===== src/rtl/osd_pkg.sv =====
// osd_pkg: shared OSD types and constants.
// Contents:
//   osd_colour_t     4-bit OSD colour nibble
//   OSD_TRANSPARENT  colour value that selects normal (non-OSD) video
//   fifo_state_t     pixel FIFO release state (PRIME waits for fill, RUN releases)
package osd_pkg;

    typedef logic [3:0] osd_colour_t;

    localparam osd_colour_t OSD_TRANSPARENT = 4'h0;

    typedef enum logic {
        PRIME,
        RUN
    } fifo_state_t;

endpackage


===== src/rtl/osd_pixel_fifo_if.sv =====
// osd_pixel_fifo_if: pixel FIFO bus between deserialiser/video timing and the FIFO.
// Signals:
//   osd_colour, write (active-low), line_start, pix_en   -> into the FIFO
//   pix_colour, pix_active, fifo_level, overflow, underflow -> out of the FIFO
//   ovf_count, udf_count -> out of the FIFO, only with OSD_PIXEL_FIFO_STATS_EN
// Modports: master drives the inputs and observes the outputs; slave is the FIFO.
interface osd_pixel_fifo_if
    import osd_pkg::*;
#(
    parameter int DEPTH = 16
);

    osd_colour_t                osd_colour;
    logic                       write;
    logic                       line_start;
    logic                       pix_en;
    osd_colour_t                pix_colour;
    logic                       pix_active;
    logic [$clog2(DEPTH):0]     fifo_level;
    logic                       overflow;
    logic                       underflow;
`ifdef OSD_PIXEL_FIFO_STATS_EN
    logic [15:0]                ovf_count;
    logic [15:0]                udf_count;

    modport master (
        output osd_colour, write, line_start, pix_en,
        input  pix_colour, pix_active, fifo_level, overflow, underflow, ovf_count, udf_count
    );

    modport slave (
        input  osd_colour, write, line_start, pix_en,
        output pix_colour, pix_active, fifo_level, overflow, underflow, ovf_count, udf_count
    );
`else
    modport master (
        output osd_colour, write, line_start, pix_en,
        input  pix_colour, pix_active, fifo_level, overflow, underflow
    );

    modport slave (
        input  osd_colour, write, line_start, pix_en,
        output pix_colour, pix_active, fifo_level, overflow, underflow
    );
`endif

endinterface


===== src/rtl/osd_pixel_ram.sv =====
// osd_pixel_ram: DEPTH x 4 pixel storage, registered write port, asynchronous read port.
// Ports:
//   spi_clk  clock
//   we       write enable; waddr/wdata written on the rising edge
//   raddr    read address; rdata is the entry at raddr
module osd_pixel_ram
    import osd_pkg::*;
#(
    parameter int DEPTH = 16,
    parameter int AW    = $clog2(DEPTH)
) (
    input  logic          spi_clk,
    input  logic          we,
    input  logic [AW-1:0] waddr,
    input  osd_colour_t   wdata,
    input  logic [AW-1:0] raddr,
    output osd_colour_t   rdata
);

    osd_colour_t mem [DEPTH];

    always_ff @(posedge spi_clk) begin
        if (we) mem[waddr] <= wdata;
    end

    assign rdata = mem[raddr];

endmodule


===== src/rtl/osd_pixel_fifo.sv =====
// osd_pixel_fifo: captures OSD colour nibbles on write strobes and releases them per pix_en.
// Ports:
//   spi_clk  sole clock, rising edge
//   reset    synchronous, active-high
//   bus      osd_pixel_fifo_if.slave: colour/write/line_start/pix_en in;
//            pix_colour/pix_active/fifo_level/overflow/underflow out
// Option: OSD_PIXEL_FIFO_STATS_EN adds saturating ovf_count/udf_count event counters.
module osd_pixel_fifo
    import osd_pkg::*;
#(
    parameter int DEPTH       = 16,
    parameter int PRIME_LEVEL = 4
) (
    input logic             spi_clk,
    input logic             reset,
    osd_pixel_fifo_if.slave bus
);

    localparam int PW = $clog2(DEPTH);
    localparam int LW = PW + 1;

    fifo_state_t   state, state_nxt;
    logic          write_d;
    logic [PW-1:0] wptr, rptr;
    logic [LW-1:0] level;
    osd_colour_t   head, pix_colour_q;
    logic          pix_active_q, overflow_q, underflow_q;
    logic          push, flush, pop_req, empty, full, pop, udf_evt, ovf_evt, do_write;

    assign push     = write_d && !bus.write;
    assign flush    = bus.line_start;
    assign empty    = level == '0;
    assign full     = level == LW'(DEPTH);
    // line_start wins over pix_en: no pop and no underflow in a flush cycle
    assign pop_req  = state == RUN && bus.pix_en && !flush;
    assign pop      = pop_req && !empty;
    assign udf_evt  = pop_req && empty;
    // a simultaneous pop frees a slot, and a flush empties the FIFO before the push lands
    assign do_write = push && (flush || !full || pop);
    assign ovf_evt  = push && !do_write;

    osd_pixel_ram #(.DEPTH(DEPTH)) u_ram (
        .spi_clk (spi_clk),
        .we      (do_write),
        .waddr   (flush ? '0 : wptr),
        .wdata   (bus.osd_colour),
        .raddr   (rptr),
        .rdata   (head)
    );

    always_comb begin
        state_nxt = (flush || udf_evt) ? PRIME
                  : (state == PRIME && level >= LW'(PRIME_LEVEL)) ? RUN
                  : state;
    end

    always_ff @(posedge spi_clk) begin
        if (reset) state <= PRIME;
        else       state <= state_nxt;
    end

    always_ff @(posedge spi_clk) begin
        if (reset) begin
            write_d      <= 1'b1;
            wptr         <= '0;
            rptr         <= '0;
            level        <= '0;
            pix_colour_q <= OSD_TRANSPARENT;
            pix_active_q <= 1'b0;
            overflow_q   <= 1'b0;
            underflow_q  <= 1'b0;
        end else begin
            write_d     <= bus.write;
            wptr        <= flush ? PW'(push) : wptr + PW'(do_write);
            rptr        <= flush ? '0 : rptr + PW'(pop);
            level       <= flush ? LW'(push) : level + LW'(do_write) - LW'(pop);
            overflow_q  <= overflow_q | ovf_evt;
            underflow_q <= underflow_q | udf_evt;
            if (flush || udf_evt) begin
                pix_colour_q <= OSD_TRANSPARENT;
                pix_active_q <= 1'b0;
            end else if (pop) begin
                pix_colour_q <= head;
                pix_active_q <= head != OSD_TRANSPARENT;
            end
        end
    end

    assign bus.pix_colour = pix_colour_q;
    assign bus.pix_active = pix_active_q;
    assign bus.fifo_level = level;
    assign bus.overflow   = overflow_q;
    assign bus.underflow  = underflow_q;

`ifdef OSD_PIXEL_FIFO_STATS_EN
    logic [15:0] ovf_cnt, udf_cnt;

    always_ff @(posedge spi_clk) begin
        if (reset) begin
            ovf_cnt <= '0;
            udf_cnt <= '0;
        end else begin
            ovf_cnt <= ovf_cnt + 16'(ovf_evt && ovf_cnt != 16'hFFFF);
            udf_cnt <= udf_cnt + 16'(udf_evt && udf_cnt != 16'hFFFF);
        end
    end

    assign bus.ovf_count = ovf_cnt;
    assign bus.udf_count = udf_cnt;
`endif

endmodule


===== src/flat_wrapper.sv =====
// flat-port wrapper written by rule: the top's interface ports become plain ports
module osd_pixel_fifo_flat import osd_pkg::*;
#(
    parameter int DEPTH       = 16,
    parameter int PRIME_LEVEL = 4
)
  (spi_clk, reset, bus_osd_colour, bus_write, bus_line_start, bus_pix_en, bus_pix_colour, bus_pix_active, bus_fifo_level, bus_overflow, bus_underflow);
  osd_pixel_fifo_if #(.DEPTH(DEPTH)) bus_i ();
  input logic spi_clk;
  input logic reset;
  input wire logic [$bits(bus_i.osd_colour)-1:0] bus_osd_colour;
  input wire logic [$bits(bus_i.write)-1:0] bus_write;
  input wire logic [$bits(bus_i.line_start)-1:0] bus_line_start;
  input wire logic [$bits(bus_i.pix_en)-1:0] bus_pix_en;
  output wire logic [$bits(bus_i.pix_colour)-1:0] bus_pix_colour;
  output wire logic [$bits(bus_i.pix_active)-1:0] bus_pix_active;
  output wire logic [$bits(bus_i.fifo_level)-1:0] bus_fifo_level;
  output wire logic [$bits(bus_i.overflow)-1:0] bus_overflow;
  output wire logic [$bits(bus_i.underflow)-1:0] bus_underflow;
  assign bus_i.osd_colour = bus_osd_colour;
  assign bus_i.write = bus_write;
  assign bus_i.line_start = bus_line_start;
  assign bus_i.pix_en = bus_pix_en;
  assign bus_pix_colour = bus_i.pix_colour;
  assign bus_pix_active = bus_i.pix_active;
  assign bus_fifo_level = bus_i.fifo_level;
  assign bus_overflow = bus_i.overflow;
  assign bus_underflow = bus_i.underflow;
  osd_pixel_fifo #(.DEPTH(DEPTH), .PRIME_LEVEL(PRIME_LEVEL)) u_core (.spi_clk(spi_clk), .reset(reset), .bus(bus_i));
endmodule

===== config.mk =====
export PLATFORM = sky130hd
export DESIGN_NAME = osd_pixel_fifo_flat
export DESIGN_NICKNAME = d
export VERILOG_FILES = /design/src/rtl/osd_pkg.sv /design/src/rtl/osd_pixel_fifo_if.sv /design/src/rtl/osd_pixel_ram.sv /design/src/rtl/osd_pixel_fifo.sv /design/src/flat_wrapper.sv
export SDC_FILE = /design/constraint.sdc
export NUM_CORES = 1
export LEC_CHECK = 0
export BUFFER_PORTS_ARGS = -buffer_cell sky130_fd_sc_hd__buf_2
export CAP_MARGIN = 5
export CORE_UTILIZATION = 35
export CTS_CLUSTER_DIAMETER = 80
export DETAILED_ROUTE_END_ITERATION = 8
export SYNTH_ARGS = -nofsm -noshare
export SYNTH_HDL_FRONTEND = slang
export SYNTH_SLANG_ARGS = --single-unit

===== constraint.sdc =====
create_clock -name spi_clk -period 2.7 [get_ports spi_clk]
set_input_delay 0.135 -clock spi_clk [delete_from_list [all_inputs] [get_ports spi_clk]]
set_output_delay 0.135 -clock spi_clk [all_outputs]
set_load 0.01 [all_outputs]

# Word level (Yosys, flattened, before mapping)
# Memories as Yosys holds them, arrays and structs flattened. A register that Yosys moved wholly into a read port is not among the register bits.
# Index checks and enable logic that the tools add are counted.
# totals
ramBits,64
reg_bits,22
latchBits,0
in_bits,9
word_cells,47
n_memories,1
rom_bits,0
# op_classes
addsub,4
n_eq_ne,1
reduce_logical,20
n_shift,0
magnitude_cmp,1
n_bitwise,3
mux,6
multipliers,0
div_mod_pow,0
# memory_table
name,words,word_bits,read_ports,rd_ports_with_merged_regs,wr,line,text
u_core.u_ram.mem,16,4,1,1,1,osd_pixel_ram.sv:20,osd_colour_t mem [DEPTH];
# op_table
op,count
4-bit by 1-bit adder with 4-bit output,2
1-bit logical AND,8
4-bit 2-to-1 mux,2
5-bit by 1-bit adder with 5-bit output,1
"5-bit == test, second input constant",1
"5-bit by 3-bit >= comparator with 1-bit output, second input constant",1
1-bit zero test,5
5-bit zero test,1
5-bit by 1-bit subtractor with 5-bit output,1
1-bit 2-to-1 mux,4
4-bit nonzero test,1
2-bit OR reduction,2
1-bit logical OR,3
1-bit bitwise OR,2
1-bit NOT,1

# Longest topological paths before layout
# depth
depth_word,8
mapped_depth,13
mapped_depth_nobuf,13

# Hierarchy
# From an unflattened synthesis, not the netlist that was laid out.
# unflattened
hier_cells,242
hier_area_um2,3659.8
# by_module_without_submodules
mod,seq_area_each_um2,area_per_inst_um2,cells_each,instances
osd_pixel_ram,1921.8,2586.2,126,1
osd_pixel_fifo,440.4,1073.5,116,1

# Worst setup path before layout
# OpenSTA, ideal clock, no wires.
# synth_timing
kind,register to register
startpoint,reg u_core.level[2] (netlist: u_core.bus.fifo_level[2])
endpoint,reg u_core.level[4] (netlist: u_core.bus.fifo_level[4])
path_buffers,0
period_less_slack_ps,2605
arrival_ps,2480
path_slack_ps,95
setup_ps,124
path_stages_with_launch,14
path_cell_list,dfxtp_1 > inv_1 > ha_1 > nor4b_1 > nor3_1 > ha_1 > inv_1 > ha_1 > fa_1 > a21oi_1 > nor2_1 > nor2_1 > xnor2_1 > nor2_1
# synth_via
elab_chain_cells,7
elab_cells_between_ends,10
classes_between,2 x add/sub; 1 x eq/ne; 7 x reduce/logical
# synth_rtl
element,line,text
from (decl),osd_pixel_fifo.sv:25,logic [LW-1:0] level;
from (signal assigned),osd_pixel_fifo.sv:76,level <= flush ? LW'(push) : level + LW'(do_write) - LW'(pop);
5-bit zero test *,osd_pixel_fifo.sv:32,assign empty = level == '0;
1-bit zero test *,osd_pixel_fifo.sv:36,assign pop = pop_req && !empty;
1-bit logical AND *,osd_pixel_fifo.sv:36,
via u_core.pop,osd_pixel_fifo.sv:28,"logic push, flush, pop_req, empty, full, pop, udf_evt, ovf_evt, do_write;"
1-bit logical OR,osd_pixel_fifo.sv:39,assign do_write = push && (flush || !full || pop);
1-bit logical AND,osd_pixel_fifo.sv:39,
5-bit by 1-bit adder with 5-bit output,osd_pixel_fifo.sv:76,
5-bit by 1-bit subtractor with 5-bit output *,osd_pixel_fifo.sv:76,
# The timed path passes the listed nets; every way through them passes the cells marked *.
# A chain may end at the register's enable or synchronous reset.

# Worst setup path in the final report
# layout_timing
startpoint,reg u_core.level[2] (netlist: u_core.bus.fifo_level[2])
endpoint,reg u_core.level[4] (netlist: u_core.bus.fifo_level[4])
# layout_via
elab_chain_cells,7
elab_cells_between_ends,10
classes_between,2 x add/sub; 1 x eq/ne; 7 x reduce/logical
# layout_rtl
element,line
5-bit == test or 5-bit zero test (tied branches),"osd_pixel_fifo.sv:33, osd_pixel_fifo.sv:32"
"1-bit zero test, on equally long branches","osd_pixel_fifo.sv:39, osd_pixel_fifo.sv:36"
1-bit logical OR or 1-bit logical AND (tied branches),"osd_pixel_fifo.sv:39, osd_pixel_fifo.sv:36"
1-bit logical OR,osd_pixel_fifo.sv:39
1-bit logical AND,osd_pixel_fifo.sv:39
5-bit by 1-bit adder with 5-bit output,osd_pixel_fifo.sv:76
5-bit by 1-bit subtractor with 5-bit output *,osd_pixel_fifo.sv:76
# Every way passes the cells marked *; elsewhere a longest branch is shown, timed or not.

==> summary.md <==
| Metric | Value |
|---|---|
| Core area | 9910 sq um |
| Worst slew pin tran | 640.9 ps |
| Layout overhead on the synthesized area | 13.49% |
| Post-CTS Repair Setup Buffers | 0 |
| Dpl hpwl | 5.013 mm |
| Fin crit share | 94.66% |
| First-pass GRT wire length | 11.27 mm |
| HP Class | input pin to flip-flop |
| Global-route met3 utilization | 3.195% |
| Register area share after synthesis | 64.99% |
| Initial antenna violation count | 0 |
| Largest net degree at the start of global routing | 17 |
| Cell Pwr Density | 585.8 nW/um^2 |
| CP Class | flip-flop to flip-flop |
| Mapped Cells | 245 |
| Fin crit period | 2556 ps |
| Clk_lat worst skew | 340 ps |
| Pre-CTS setup slack | 93.86 ps |
| Endpoints failing hold | 0 |
| Grt met1 use | 17.86% |
| Commonest cells after routing, fill and taps aside | edfxtp_1, nor2_1, dfxtp_1, buf_2, mux2i_1 |
| H-tree Lvls | 3 |
| Post-route insts no fill | 416 |
| Ant. Diodes | 0 |
| Hold endpoint | u_core.write_d$_SDFF_PP1_ |
| Reg clk slew, reported paths | 80 ps |
| Total CTS buffers | 9 |
| CTS tree | built |
| # clock sinks | 86 |
| #FFs+latches synth | 86 |
| Reg2Reg Capture Point | u_core.bus.fifo_level[4]$_SDFF_PP0_ |
| Vias in the first global route | 2114 |
| Total grt overflow | 0 |
| Hold path startpoint | bus_write |
| Top post-synthesis cells by area | edfxtp_1, dfxtp_1, nor2_1 |
| First DRT Iteration DRCs | 150 |
| P_leak | 1.415 nW |
| DIE AREA | 10800 sq um |
| Netlist Area Pre-Place | 3635 sq um |
| Maximum vdd drop | 0.2767 mV |
| Critical Path Sink Type | flip-flop |
| I/O Pins | 21 |
| YS warnings | 0 |
| Final ANT Viol Nets | 0 |
| Remaining DRCs | 0 |
| Critical path required time | 2930 ps |
| Distinct cells, synth | 40 |
| I/O Buffers | 20 |
| Total number of vias | 2049 |
| Starting Density | 36.68% |
| Share of the synthesized area in the top cell type | 52.87% |
| Main synth FF type | edfxtp_1 |
| Max Slew Vio Count | 0 |
| Worst-path fanout max | 3 |
| Post-layout util | 41.63% |
| Max-slew headroom | 57.21% |
| Avg Cell Area, Syn | 14.84 sq um |
| Final setup violating endpoints | 0 |
| Nets | 299 |
| Max-capacitance violation count | 0 |
| Std cell rows | 36 |
| Hold depth | 2 |
| Type of origin of the critical path | flip-flop |
| Layout cells sized above 1 | 22.61% |
| Largest area contributor in the netlist | edfxtp_1 |
| Hold Slack | 10.40 ps |
| Global Route Usage Sum | 14.07% |
| Synth Net Count | 266 |
| Max clock buf depth | 2 |
| Crit path from | u_core.bus.fifo_level[2]$_SDFF_PP0_ |
| Synth async-reset ratio | 0% |
| Filler cells | 930 |
| Top Usage Layer GRT | met2 |
| Status | finished clean |
| Vias per cell | 4.925 |
| WP data arrival | 2780 ps |
| Most common cell after layout, fill and taps aside | edfxtp_1 |
| Routed WL | 7.081 mm |
| Post-cts resize count | 0 |
| Number of synthesized flops with an enable pin | 64 |
| # hold bufs at CTS | 0 |
| Register-to-register setup slack | 140 ps |
| Post-Place Cells | 400 |
| Routed length per placed instance | 17.02 microns |
| Register-to-Register Path Depth | 12 |
| Root Buffer | clkbuf_8 |
| Worst Skew | 6.771 ps |
| Die Y | 103.9 microns |
| Die width | 103.9 microns |
| Drt pass-1 iters | 4 |
| Routability cong. | 0.7491 |
| Global-route met2 utilization | 23.29% |
| Worst r2r src | u_core.bus.fifo_level[2]$_SDFF_PP0_ |
| Fmax achieved | 391.3 MHz |
| Final worst setup slack | 144.2 ps |
==> worst max path at each step <==
stage	endpoint	slack [ps]	depth (start not counted)
finish	u_core.bus.fifo_level[4]$_SDFF_PP0_	140	12
global route	u_core.bus.fifo_level[4]$_SDFF_PP0_	-6	12
CTS	u_core.bus.fifo_level[4]$_SDFF_PP0_	70	12
detailed placement	u_core.bus.fifo_level[4]$_SDFF_PP0_	90	12
floorplan	u_core.bus.fifo_level[4]$_SDFF_PP0_	100	13
global placement	u_core.bus.fifo_level[4]$_SDFF_PP0_	170	13
==> kinds of logic after synthesis <==
logic type               Yosys count  synth area share [%]
flip-flops                        86                 64.99
AND/OR/NAND/NOR                   70                 9.777
AO/OA/AOI/OAI                     31                 6.437
buffers and inverters             16                 2.582
XOR/XNOR                           7                 1.687
adder cells (fa/ha/maj)           12                 4.337
multiplexers                      23                 10.19
==> registers in the layout, summed over array words and instances (netlist names) <==
signal,flops
u_core.state,1
u_core.u_ram.mem,64
u_core.rptr,4
u_core.wptr,4
u_core.bus.pix_active,1
u_core.bus.fifo_level,5
u_core.bus.overflow,1
u_core.write_d,1
u_core.bus.underflow,1
u_core.bus.pix_colour,4
==> layer usage <==
metal	up-vias	wire length, microns
met5	-	0
met4	0	119
met3	7	174
met2	29	3524
met1	1022	3263
li1	991	-
==> layout make-up <==
| class | count | area [sq um] | share of cell area [%] |
|---|---|---|---|
| Timing Repair Buffer | 30 | 175.2 | 4.246 |
| Inverter | 8 | 30.03 | 0.7279 |
| Tap cell | 133 | 166.4 | 4.034 |
| Clock buffer | 10 | 127.6 | 3.094 |
| Multi-Input combinational cell | 143 | 1201 | 29.12 |
| Clock inverter | 6 | 62.56 | 1.517 |
| Sequential cell | 86 | 2362 | 57.26 |
==> Yosys cell counts, types with 6 or more instances <==
cell type	count
nor2_1	37
ha_1	11
mux2i_1	13
inv_1	8
a21oi_1	8
dfxtp_1	22
edfxtp_1	64
xnor2_1	6
o21ai_0	7
mux4_2	6
==> worst max-delay path: stages (launching register included) <==
cell and delay, ps:
dfxtp_1 320, inv_1 90, ha_1 160, or3b_4 380, nor4b_4 330, nor2_2 100
ha_1 220, fa_2 360, a21oi_1 150, nor2_1 50, nor2_1 110, xnor2_1 130
nor2_1 50
==> metrics by stage <==
stage	power (mW)	area, sq um	setup TNS (ps)
after floorplan	1.526	3635	0
after global placement	1.576	3913	0
after detailed placement	1.577	3913	0
after CTS	2.435	4103	0
after global routing	2.508	4125	-5.699
final	2.417	4125	0
==> power breakdown <==
group | internal, mW | switching, mW
Clock | 0.425 | 0.440
Combinational | 0.0466 | 0.0675
Sequential | 1.43 | 0.00852
Note: power is estimated with default switching activity, not from simulation.
